## src/rtl/servo_pkg.sv

```systemverilog
// Shared servo PWM constants, position codes and decoder FSM states.
// Both the PWM generator and the decoder import this so pulse widths never drift apart.
package servo_pkg;

  localparam int CONTA_1MS     = 50_000;
  localparam int CONTA_15MS    = 75_000;
  localparam int CONTA_2MS     = 100_000;
  localparam int CONTA_PERIODO = 1_000_000;

  localparam logic [1:0] POS_NENHUM = 2'b00;
  localparam logic [1:0] POS_1MS    = 2'b01;
  localparam logic [1:0] POS_15MS   = 2'b10;
  localparam logic [1:0] POS_2MS    = 2'b11;

  typedef enum logic [1:0] {
    INICIAL = 2'b00,
    ESPERA  = 2'b01,
    ALTO    = 2'b10,
    ESTOURO = 2'b11
  } estado_t;

endpackage

```

## src/rtl/sincroniza_borda.sv

```systemverilog
// Two-flop synchronizer for the asynchronous PWM line plus a third flop for edge detection.
// armado rises once the pipeline holds real samples instead of reset zeros.
module sincroniza_borda (
  input  logic clock,
  input  logic reset,
  input  logic entrada,
  output logic sync,
  output logic sub,
  output logic desc,
  output logic armado
);

  logic [2:0] pipe_reg;
  logic [1:0] carga_reg;
  logic       prev;

  always_ff @(posedge clock) begin
    if (reset) begin
      pipe_reg  <= '0;
      carga_reg <= '0;
    end else begin
      pipe_reg  <= {pipe_reg[1:0], entrada};
      carga_reg <= {carga_reg[0], 1'b1};
    end
  end

  assign sync   = pipe_reg[1];
  assign prev   = pipe_reg[2];
  assign sub    = sync & ~prev;
  assign desc   = ~sync & prev;
  // The reset zeros in the pipeline are not a real low level; wait until they are flushed.
  assign armado = carga_reg[1];

endmodule

```

## src/rtl/decodificador_servo.sv

```systemverilog
// Servo PWM receiver: measures each high pulse in clocks, classifies it into a 2-bit
// position, and reports "no pulse" (00) after a low-time timeout.
module decodificador_servo
  import servo_pkg::*;
#(
  parameter int CONTA_1MS_P    = CONTA_1MS,
  parameter int CONTA_15MS_P   = CONTA_15MS,
  parameter int CONTA_2MS_P    = CONTA_2MS,
  parameter int TOLERANCIA     = 2_500,
  parameter int CONTA_MAX_ALTO = 150_000,
  parameter int TIMEOUT        = 2_000_000,
  parameter int N              = 21
) (
  input  logic         clock,
  input  logic         reset,
  input  logic         controle,
  output logic [1:0]   posicao,
  output logic [N-1:0] largura,
  output logic         pronto,
  output logic         erro,
  output logic [1:0]   db_estado
);

  localparam logic [N-1:0] LO_1MS     = N'(CONTA_1MS_P - TOLERANCIA);
  localparam logic [N-1:0] HI_1MS     = N'(CONTA_1MS_P + TOLERANCIA);
  localparam logic [N-1:0] LO_15MS    = N'(CONTA_15MS_P - TOLERANCIA);
  localparam logic [N-1:0] HI_15MS    = N'(CONTA_15MS_P + TOLERANCIA);
  localparam logic [N-1:0] LO_2MS     = N'(CONTA_2MS_P - TOLERANCIA);
  localparam logic [N-1:0] HI_2MS     = N'(CONTA_2MS_P + TOLERANCIA);
  localparam logic [N-1:0] MAX_ALTO   = N'(CONTA_MAX_ALTO);
  localparam logic [N-1:0] TIMEOUT_M1 = N'(TIMEOUT - 1);
  localparam logic [N-1:0] UM         = {{(N-1){1'b0}}, 1'b1};

  logic sync, sub, desc, armado;

  estado_t      estado_reg, estado_next;
  logic [N-1:0] contador_reg, contador_next;
  logic [N-1:0] largura_reg, largura_next;
  logic [1:0]   posicao_reg, posicao_next;
  logic         pronto_reg, pronto_next;
  logic         erro_reg, erro_next;
  logic         em_1ms, em_15ms, em_2ms, timeout_ok, estouro_ok;

  sincroniza_borda u_sincroniza_borda (
    .clock   (clock),
    .reset   (reset),
    .entrada (controle),
    .sync    (sync),
    .sub     (sub),
    .desc    (desc),
    .armado  (armado)
  );

  assign em_1ms     = (contador_reg >= LO_1MS)  && (contador_reg <= HI_1MS);
  assign em_15ms    = (contador_reg >= LO_15MS) && (contador_reg <= HI_15MS);
  assign em_2ms     = (contador_reg >= LO_2MS)  && (contador_reg <= HI_2MS);
  assign timeout_ok = contador_reg >= TIMEOUT_M1;
  assign estouro_ok = contador_reg >= MAX_ALTO;

  always_ff @(posedge clock) begin
    if (reset) begin
      estado_reg   <= INICIAL;
      contador_reg <= '0;
      largura_reg  <= '0;
      posicao_reg  <= POS_NENHUM;
      pronto_reg   <= 1'b0;
      erro_reg     <= 1'b0;
    end else begin
      estado_reg   <= estado_next;
      contador_reg <= contador_next;
      largura_reg  <= largura_next;
      posicao_reg  <= posicao_next;
      pronto_reg   <= pronto_next;
      erro_reg     <= erro_next;
    end
  end

  always_comb begin
    estado_next = estado_reg;
    case (estado_reg)
      INICIAL: if (armado && !sync) estado_next = ESPERA;
      ESPERA:  if (sub) estado_next = ALTO;
      ALTO: begin
        if (desc)            estado_next = ESPERA;
        else if (estouro_ok) estado_next = ESTOURO;
      end
      ESTOURO: if (!sync) estado_next = ESPERA;
      default: estado_next = INICIAL;
    endcase
  end

  always_comb begin
    contador_next = contador_reg;
    largura_next  = largura_reg;
    posicao_next  = posicao_reg;
    erro_next     = erro_reg;
    pronto_next   = 1'b0;
    case (estado_reg)
      INICIAL: if (armado && !sync) contador_next = '0;
      ESPERA: begin
        // A rising edge beats a timeout that lands on the same cycle.
        if (sub) begin
          contador_next = UM;
        end else if (timeout_ok) begin
          contador_next = '0;
          pronto_next   = 1'b1;
          posicao_next  = POS_NENHUM;
          largura_next  = '0;
          erro_next     = 1'b0;
        end else begin
          contador_next = contador_reg + UM;
        end
      end
      ALTO: begin
        if (desc) begin
          contador_next = '0;
          pronto_next   = 1'b1;
          largura_next  = contador_reg;
          erro_next     = 1'b0;
          if (em_1ms)       posicao_next = POS_1MS;
          else if (em_15ms) posicao_next = POS_15MS;
          else if (em_2ms)  posicao_next = POS_2MS;
          else              erro_next    = 1'b1;
        end else if (estouro_ok) begin
          pronto_next  = 1'b1;
          erro_next    = 1'b1;
          largura_next = MAX_ALTO;
        end else if (sync) begin
          contador_next = contador_reg + UM;
        end
      end
      ESTOURO: if (!sync) contador_next = '0;
      default: contador_next = '0;
    endcase
  end

  assign posicao   = posicao_reg;
  assign largura   = largura_reg;
  assign pronto    = pronto_reg;
  assign erro      = erro_reg;
  assign db_estado = estado_reg;

endmodule

```

## config.mk

```make
export PLATFORM = sky130hd
export DESIGN_NAME = decodificador_servo
export DESIGN_NICKNAME = d
export VERILOG_FILES = /design/src/rtl/servo_pkg.sv /design/src/rtl/sincroniza_borda.sv /design/src/rtl/decodificador_servo.sv
export SDC_FILE = /design/constraint.sdc
export NUM_CORES = 1
export LEC_CHECK = 0
export ABC_AREA = 1
export CAP_MARGIN = 20
export CELL_PAD_IN_SITES_DETAIL_PLACEMENT = 1
export CELL_PAD_IN_SITES_GLOBAL_PLACEMENT = 1
export CORE_MARGIN = 5
export CORE_UTILIZATION = 48
export DETAILED_ROUTE_END_ITERATION = 7
export DONT_BUFFER_PORTS = 1
export GPL_ROUTABILITY_DRIVEN = 0
export PLACE_DENSITY_LB_ADDON = 0.1
export SYNTH_ARGS = -nofsm -noshare
export SYNTH_HDL_FRONTEND = slang
export SYNTH_SLANG_ARGS = --single-unit
```

## constraint.sdc

```tcl
create_clock -name clock -period 2.9 [get_ports clock]
set_input_delay 0.58 -clock clock [delete_from_list [all_inputs] [get_ports clock]]
set_output_delay 0.58 -clock clock [all_outputs]
set_load 0.02 [all_outputs]
```

-- Yosys cells after proc, flatten, opt, wreduce, memory -nomap -nowiden
Index checks and enable logic that the tools add are counted.
- add/subtract/negate cells: 1
- magnitude comparators: 8
- equality and inequality tests: 13
- muxes and demuxes: 40
- bitwise logic cells: 4
- reduce and logical (&&, ||, !) cells: 11
- operators with widths (cell ; number):
    21-bit two-way mux ; 11
    21-bit case mux with 4 select lines ; 1
    21-bit by 17-bit greater-or-equal comparator with 1-bit output, second input constant ; 2
    21-bit by 17-bit <= comparator with 1-bit output, second input constant ; 2
    21-bit case mux with 2 select lines ; 1
    2-bit two-way mux ; 11
    21-bit by 1-bit adder with 21-bit output, second input constant ; 1
    21-bit by 16-bit greater-or-equal comparator with 1-bit output, second input constant ; 1
    21-bit by 18-bit greater-or-equal comparator with 1-bit output, second input constant ; 1
    21-bit greater-or-equal comparator, second input constant ; 1
    21-bit by 16-bit <= comparator with 1-bit output, second input constant ; 1
    1-bit two-way mux ; 12
    2-bit != test, second input constant ; 6
    4-bit AND reduction ; 3
    2-bit case mux with 4 select lines ; 1
    3-bit != test, second input constant ; 2
    5-bit AND reduction ; 1
    2-bit equality test, second input constant ; 2
    1-bit logical AND ; 4
    4-bit != test, second input constant ; 1
    1-bit case mux with 2 select lines ; 2
    2-bit case mux with 2 select lines ; 1
    3-bit by 2-bit != test with 1-bit output, second input constant ; 1
    1-bit AND ; 2
    5 further kinds ; 6
- register bits: 53
- logic and storage cells: 86

-- Logic depth before layout (Yosys ltp)
Gate-level depths: netlist of run 1.
- depth after elaboration: 7
- gate-level depth with buffers: 17
- mapped depth without buffers: 16

-- Hierarchy
A second synthesis of run 1 with hierarchy kept.
- cell total of the unflattened synthesis: 578
- area, all modules: 3522.1 µm²
- modules (own cells, without submodules) (module ; instances ; cells an instance ; area an instance (µm²)):
    decodificador_servo ; 1 ; 561 ; 3377.0
    sincroniza_borda ; 1 ; 17 ; 145.1

-- Least setup slack after synthesis of run 1
Ideal clock, no wire load.
- path kind: register -> register
- start point: register contador_reg[0]
- end point: register largura_reg[12] (netlist: largura[12])
- setup time: 0.116 ns
- arrival: 1.681 ns
- data required time: 2.784 ns
- setup slack: 1.104 ns
- stages on the path, launching flop included: 12
- period minus slack after synthesis: 1.796 ns
- path through: dfxtp_1 ha_1 inv_1 nor3_4 nand3_1 nand3_2 nand2_2 nand2_4 nand2_4 buf_4 o21ai_0 nor2_1
- longest elaborated chain between the ends: 3
- elaborated cells on any way between the ends: 5
- classes of those cells: order compare (2); eq/ne (2); reduce/logical (1)
- ends and longest elaborated chain (item ; line ; RTL):
    start, declared ; decodificador_servo.sv:37 ; logic [N-1:0] contador_reg, contador_next;
    start signal, assigned ; decodificador_servo.sv:70 ; contador_reg <= contador_next;
    21-bit by 18-bit greater-or-equal comparator with 1-bit output or 21-bit greater-or-equal comparator (tied branches) ; decodificador_servo.sv:58, decodificador_servo.sv:57 ;
    3-bit != test (no source line) or 2-bit != test (tied branches) ; -- ;
    4-bit AND reduction (no source line) (*) ; -- ;
    end signal, assigned ; decodificador_servo.sv:71 ; largura_reg <= largura_next;
    end, declared ; decodificador_servo.sv:38 ; logic [N-1:0] largura_reg, largura_next;
Every way passes the cells marked *; elsewhere a longest branch is shown, timed or not.
A chain may end at the register's enable or synchronous reset.

-- Final worst setup path of run 1
- start point: register estado_reg[0] (netlist: db_estado[0])
- end point: register contador_reg[4]
- longest elaborated chain between the ends: 3
- elaborated cells on any way between the ends: 10
- classes of those cells: eq/ne (7); mux (1); reduce/logical (2)
- ends and longest elaborated chain (item ; line ; RTL):
    start, declared ; decodificador_servo.sv:36 ; estado_t estado_reg, estado_next;
    start signal, assigned ; decodificador_servo.sv:69 ; estado_reg <= estado_next;
    2-bit equality test or 2-bit zero test (tied branches) ; decodificador_servo.sv:98 ; case (estado_reg)
    3-bit by 2-bit != test with 1-bit output (no source line) (tied with other cells) ; -- ;
    4-bit AND reduction (no source line) ; -- ;
Several ways; a longest one is shown, not always the timed one.

==> results.cfg, run 1 <==
[outcome]
outcome = finished, final reports clean

[clocking]
ctsHoldBuffers = 0
root_buffer = clkbuf_8
cts_resized = 0
clkTransAtPathRegs_ns = 0.12
clockBufferDepth = 2
cts_tree = yes
clk_latency_ns = 0.33
htree_levels = 2
postCtsSetupRepairBufs = 0
cts_buffers = 5
clock_sink_count = 53

[timing]
finalSetupTns_ns = 0
finalMaxSlewViolations = 0
rsz0062_at_grt = no
finalSetupViolCount = 0
max_slew_margin = 0.519
worst_pin_slew_ns = 0.720
max_freq_mhz = 419
hold_viol_final = 0
fin_crit_sh = 0.822
fin_crit_ns = 2.38
finalClockSkew_ns = 0.0153
whs_ns = 0.303

[critical_path]
crit_path_end_kind = register
crit_path_max_fanout = 20
cp_top_family = simple AND/OR/NAND/NOR gates
worstSetupStartpointType = register
critical_path.max_stage_delay_ns = 0.43
crit_required_ns = 3.16
arrival_ns = 2.64
worst-path-buf-inv = 3
reg2reg_slack_ns = 0.52
crit_path_cell_trace = inv_1, ha_1, inv_1, nor2_1, nand2_1, nand2_2, nand2_1, nand2_2, inv_2, nor2_1
path_class = register to register
slowest_stage = ha_1

[routing]
route.vias.total = 3434
routed_wl_mm = 10.6
drc = 0
drt_iter0_markers = 225
ant_nets = 0
dr.pass1.iters = 4
vias_per_cell = 5.31
wire_per_inst_um = 16.4

[global_route]
grt_pass1_wl_mm = 17.4
antenna_found_initial = 0
grtUsageTotal = 0.246
overflow = 0
grt_max_degree = 28
grt_pass1_vias = 3456

[logic_synthesis]
yosys_warnings = 0
async_flop_share = 0
synthTopCellsByArea = dfxtp_1 31%, nand2_1 16%, nor2_1 12%, nand3_1 6.2%, inv_1 5.6%
synth_top_area_share = 0.307
synth_area_um2 = 3460
synth_edf_count = 0
synth_seq_area_share = 0.307
syn_area_per_cell_um2 = 6.18
synthesis.instances = 560
synth_nets = 570
synth_largest_area_cell = dfxtp_1
yosysMostFrequentCell = nand2_1
synthFlopType = dfxtp_1
netlist-cell-type-count = 34
synthTopCellsByCount = 144 x nand2_1, 113 x nor2_1, 53 x dfxtp_1
synth_seq_cells = 53

[die]
die_height_um = 94.9
die_w_um = 94.9
rows = 31
dieArea_um2 = 9000
core_area_um2 = 7140
io_pins = 30
start_util = 0.485

[placed_design]
dp.final_hpwl_mm = 8.21
port_buffers = 0

[power]
ir_drop_mv = 0.375
p_leak_nw = 1.51
power.density_nw_per_um2 = 686

[layout]
fill_cells = 1051
nNetsFinal = 557
antenna_cells = 0
area_growth_pct = 1.99
drive_gt1_frac = 0.0876

[min_path]
min_path_type = primary input to register

[job]
maxCapViolations = 0
-- final timing paths --
kind / to / cells past startpoint / startpoint
hold reg to reg: u_sincroniza_borda.pipe_reg[1] / 2 / u_sincroniza_borda.pipe_reg[0]
setup / recovery: contador_reg[4] / 10 / db_estado[0]
setup reg to reg: contador_reg[4] / 10 / db_estado[0]
hold / removal: largura[6] / 1 / reset
-- where the power goes --
group	switching [W]	internal [W]	total (W)	leakage [nW]
Combinational	0.000616	0.000219	0.000836	1.02
Clock	0.000275	0.000260	0.000535	0.0554
Sequential	0.000206	0.000843	0.00105	0.430
-- cells by family after synthesis --
logic type / count (synthesis) / synth area share
AO/OA/AOI/OAI: 59 / 0.0926
adder cells (fa/ha/maj): 7 / 0.0253
buffers and inverters: 87 / 0.126
flip-flops: 53 / 0.307
AND/OR/NAND/NOR: 354 / 0.449
-- per-stage QoR --
step / cells / total power, W / util / area (um^2) / setup WS (ns)
floorplan: 560 / 0.00185 / - / 3460 / 1.10
finish: 647 / 0.00242 / 0.494 / 3530 / 0.516
global placement: 639 / 0.00188 / 0.479 / 3420 / 0.698
detailed placement: 639 / 0.00192 / 0.479 / 3420 / 0.513
CTS: 647 / 0.00244 / 0.494 / 3530 / 0.492
global route: 647 / 0.00259 / 0.494 / 3530 / 0.211
-- cell type report --
type	instances	area (um^2)	share of cell area
Sequential cell	53	1060	0.301
Tap cell	99	124	0.0351
Timing Repair Buffer	2	15.0	0.00426
Clock inverter	2	38.8	0.0110
Inverter	65	254	0.0720
Clock buffer	6	72.6	0.0206
Multi-Input combinational cell	420	1960	0.556
-- per-layer routing --
layer,global-route usage,part of all wire,up-vias
met2,0.422,0.48,66
met1,0.318,0.45,1614
met3,0.0375,0.046,17
met4,0.0745,0.020,0
li1,-,-,1737
met5,0,0,-
-- layout by cell type, fill, tap and decap left out, drive strengths merged --
cell	n
nand3b	1
inv	64
clkbuf	6
nor3	25
buf	2
clkinv	2
nand3	48
o21bai	2
a21oi	16
nor2	121
o21a	1
dfxtp	53
a21boi	1
o21ai	39
bufinv	1
nand2	151
ha	7
nand4	6
nor4	2
No activity file was read; power rests on OpenSTA's default activity.
==> run 2, diff against run 1 <==
--- a/config.mk
+++ b/config.mk
@@ -5,12 +5,12 @@
 export SDC_FILE = /design/constraint.sdc
 export NUM_CORES = 1
 export LEC_CHECK = 0
-export ABC_AREA = 1
+export ABC_AREA = 0
 export CAP_MARGIN = 20
 export CELL_PAD_IN_SITES_DETAIL_PLACEMENT = 1
 export CELL_PAD_IN_SITES_GLOBAL_PLACEMENT = 1
 export CORE_MARGIN = 5
-export CORE_UTILIZATION = 48
+export CORE_UTILIZATION = 47
 export DETAILED_ROUTE_END_ITERATION = 7
 export DONT_BUFFER_PORTS = 1
 export GPL_ROUTABILITY_DRIVEN = 0
==> constraint.sdc (replaced) <==
create_clock -name clock -period 2.2 [get_ports clock]
set_input_delay 0.44 -clock clock [delete_from_list [all_inputs] [get_ports clock]]
set_output_delay 0.44 -clock clock [all_outputs]
set_load 0.02 [all_outputs]
==> run 2 against run 1 <==
Net effect:
- critical path type unchanged
- global-route usage up 5.3 points
- the run now ends with setup timing left
- critical endpoint is now largura[0]
- largest power group unchanged
- critical path depth down 2
- clock power is 9.5% higher
- routed wire length increased by 31%
==> results.cfg, run 2 <==
[logic_synthesis]
synth_seq_area_share = 0.357
yosysMostFrequentCell = dfxtp_1
synth_nets = 389
synthFlopType = dfxtp_1
synth_edf_count = 0
synthTopCellsByArea = dfxtp_1 36%, a21oi_1 5.7%, nand2_1 5.6%, xor2_1 4.1%, nor2_1 3.9%
synth_seq_cells = 53
yosys_warnings = 0
synth_area_um2 = 2970
synth_top_area_share = 0.357
netlist-cell-type-count = 62
synthTopCellsByCount = 53 x dfxtp_1, 44 x nand2_1, 34 x a21oi_1
async_flop_share = 0
synthesis.instances = 379
synth_largest_area_cell = dfxtp_1
syn_area_per_cell_um2 = 7.84

[clocking]
root_buffer = clkbuf_8
clock_sink_count = 53
clkTransAtPathRegs_ns = 0.11
htree_levels = 2
clk_latency_ns = 0.33
cts_buffers = 5
clockBufferDepth = 2
cts_tree = yes

[routing]
drc = 0
routed_wl_mm = 13.9
dr.pass1.iters = 5
route.vias.total = 3499
drt_iter0_markers = 388
ant_nets = 0
wire_per_inst_um = 26.7
vias_per_cell = 6.70

[placed_design]
dp.final_hpwl_mm = 7.33
port_buffers = 0
pre_cts_slack_ns = -0.268
placed_cells = 502

[layout]
finalNonFillerCells = 522
fin_util = 0.666
drive_gt1_frac = 0.378
antenna_cells = 0
final_common_cell = buf_4
nNetsFinal = 454
final_cell_mix = 71 x buf_4, 43 x nand2_1, 39 x dfxtp_1, 25 x a21oi_1, 16 x nor2_1
area_growth_pct = 39.9

[timing]
finalMaxSlewViolations = 0
finalSetupViolCount = 46
fin_crit_ns = 2.52
max_slew_margin = 0.548
worst_pin_slew_ns = 0.671
whs_ns = 0.155
hold_viol_final = 0
rsz0062_at_grt = yes
finalClockSkew_ns = 0.0156
fin_crit_sh = 1.15
final.setup.worst_slack_ns = -0.319
max_freq_mhz = 397

[die]
rows = 29
dieArea_um2 = 8020
die_height_um = 89.5
die_w_um = 89.5
start_util = 0.476
io_pins = 30
core_area_um2 = 6240

[outcome]
outcome = complete, but fails checks
violations = setup timing

[power]
power.density_nw_per_um2 = 470
finalPower_w = 0.00196
p_leak_nw = 1.49
ir_drop_mv = 0.408

[min_path]
min_path_type = primary input to register

[critical_path]
crit_path_max_fanout = 6
crit_required_ns = 2.44
worstSetupStartpointType = register
crit_path_end_kind = register
path_class = register to register
arrival_ns = 2.76

[global_route]
grt_pass1_vias = 3322
grt_pass1_wl_mm = 18.2
overflow = 0
grtUsageTotal = 0.300
grt_max_degree = 32
antenna_found_initial = 0

[job]
maxCapViolations = 0
==> run 2: cell count changes in the layout (fill, tap and decap cells not counted), moves of 23 or more <==
cell / previous run / this run
nor2_1: 113 / 16
inv_1: 52 / 10
buf_4: 2 / 71
o21ai_0: 37 / 14
nand2_1: 144 / 43
nand3_1: 43 / 5
==> run 2: path summary, 6_finish.rpt <==
| check | start | to | slack (ns) | depth (start not counted) |
|---|---|---|---|---|
| worst max-delay path | contador_reg[0] | largura[0] | -0.32 | 8 |
| worst min-delay path | reset | contador_reg[0] | 0.16 | 1 |
| worst max register to register | contador_reg[0] | largura[0] | -0.32 | 8 |
| worst min register to register | u_sincroniza_borda.pipe_reg[0] | u_sincroniza_borda.pipe_reg[1] | 0.48 | 1 |
==> run 2: repair_timing <==
action | 4_1_cts | 5_1_grt
endpoints found under the setup margin | 46 | 47
buffers inserted | 5 | 5
gates cloned | 1 | 1
gates resized for setup | 37 | 70
hold buffers | 0 | 0
pin swaps | 9 | 13
==> run 2: metrics by stage <==
| stage | instance area, um^2 | setup TNS, ns |
|---|---|---|
| after floorplan | 3030 | -3.64 |
| after global placement | 3570 | -4.80 |
| final | 4160 | -11.63 |
| after global routing | 4160 | -13.69 |
| after detailed placement | 3570 | -6.76 |
| after CTS | 3870 | -4.19 |
==> run 2: final cells by class <==
class	instances	area, um^2
Tap cell	77	96.3
Inverter	10	37.5
Clock inverter	2	15.0
Multi-Input combinational cell	282	2050
Sequential cell	53	1080
Clock buffer	6	72.6
Timing Repair Buffer	92	807
Fill cell	734	2080
==> run 2: kinds of logic (layout without fill, tap and decap cells) <==
family | after synthesis | after routing | synth area share
AO/OA/AOI/OAI | 102 | 102 | 0.223
multiplexers | 1 | 1 | 0.00379
XOR/XNOR | 16 | 16 | 0.0471
AND/OR/NAND/NOR | 156 | 156 | 0.276
flip-flops | 53 | 53 | 0.357
adder cells (fa/ha/maj) | 7 | 7 | 0.0295
buffers and inverters | 44 | 110 | 0.0644
==> run 2: worst max-delay path, cell delays in order (launching register included) <==
cell	delay [ns]
dfxtp_4	0.39
ha_4	0.14
nand4b_1	0.12
or3_1	0.33
or4b_4	0.55
a21oi_4	0.23
o22ai_4	0.14
or3_1	0.34
a21oi_1	0.19
==> run 2: where the power goes <==
part | switching, W | total, W | internal [W]
Clock | 0.000361 | 0.000586 | 0.000226
Sequential | 0.0000151 | 0.000985 | 0.000970
Combinational | 0.000239 | 0.000384 | 0.000146
==> run 2: routing by layer <==
metal  track usage  part of all wire  up-vias
li1              -                 -     1486
met1         0.373              0.40     1716
met2         0.497              0.47      228
met3        0.0571             0.076       69
met4         0.141             0.055        0
met5             0                 0        -
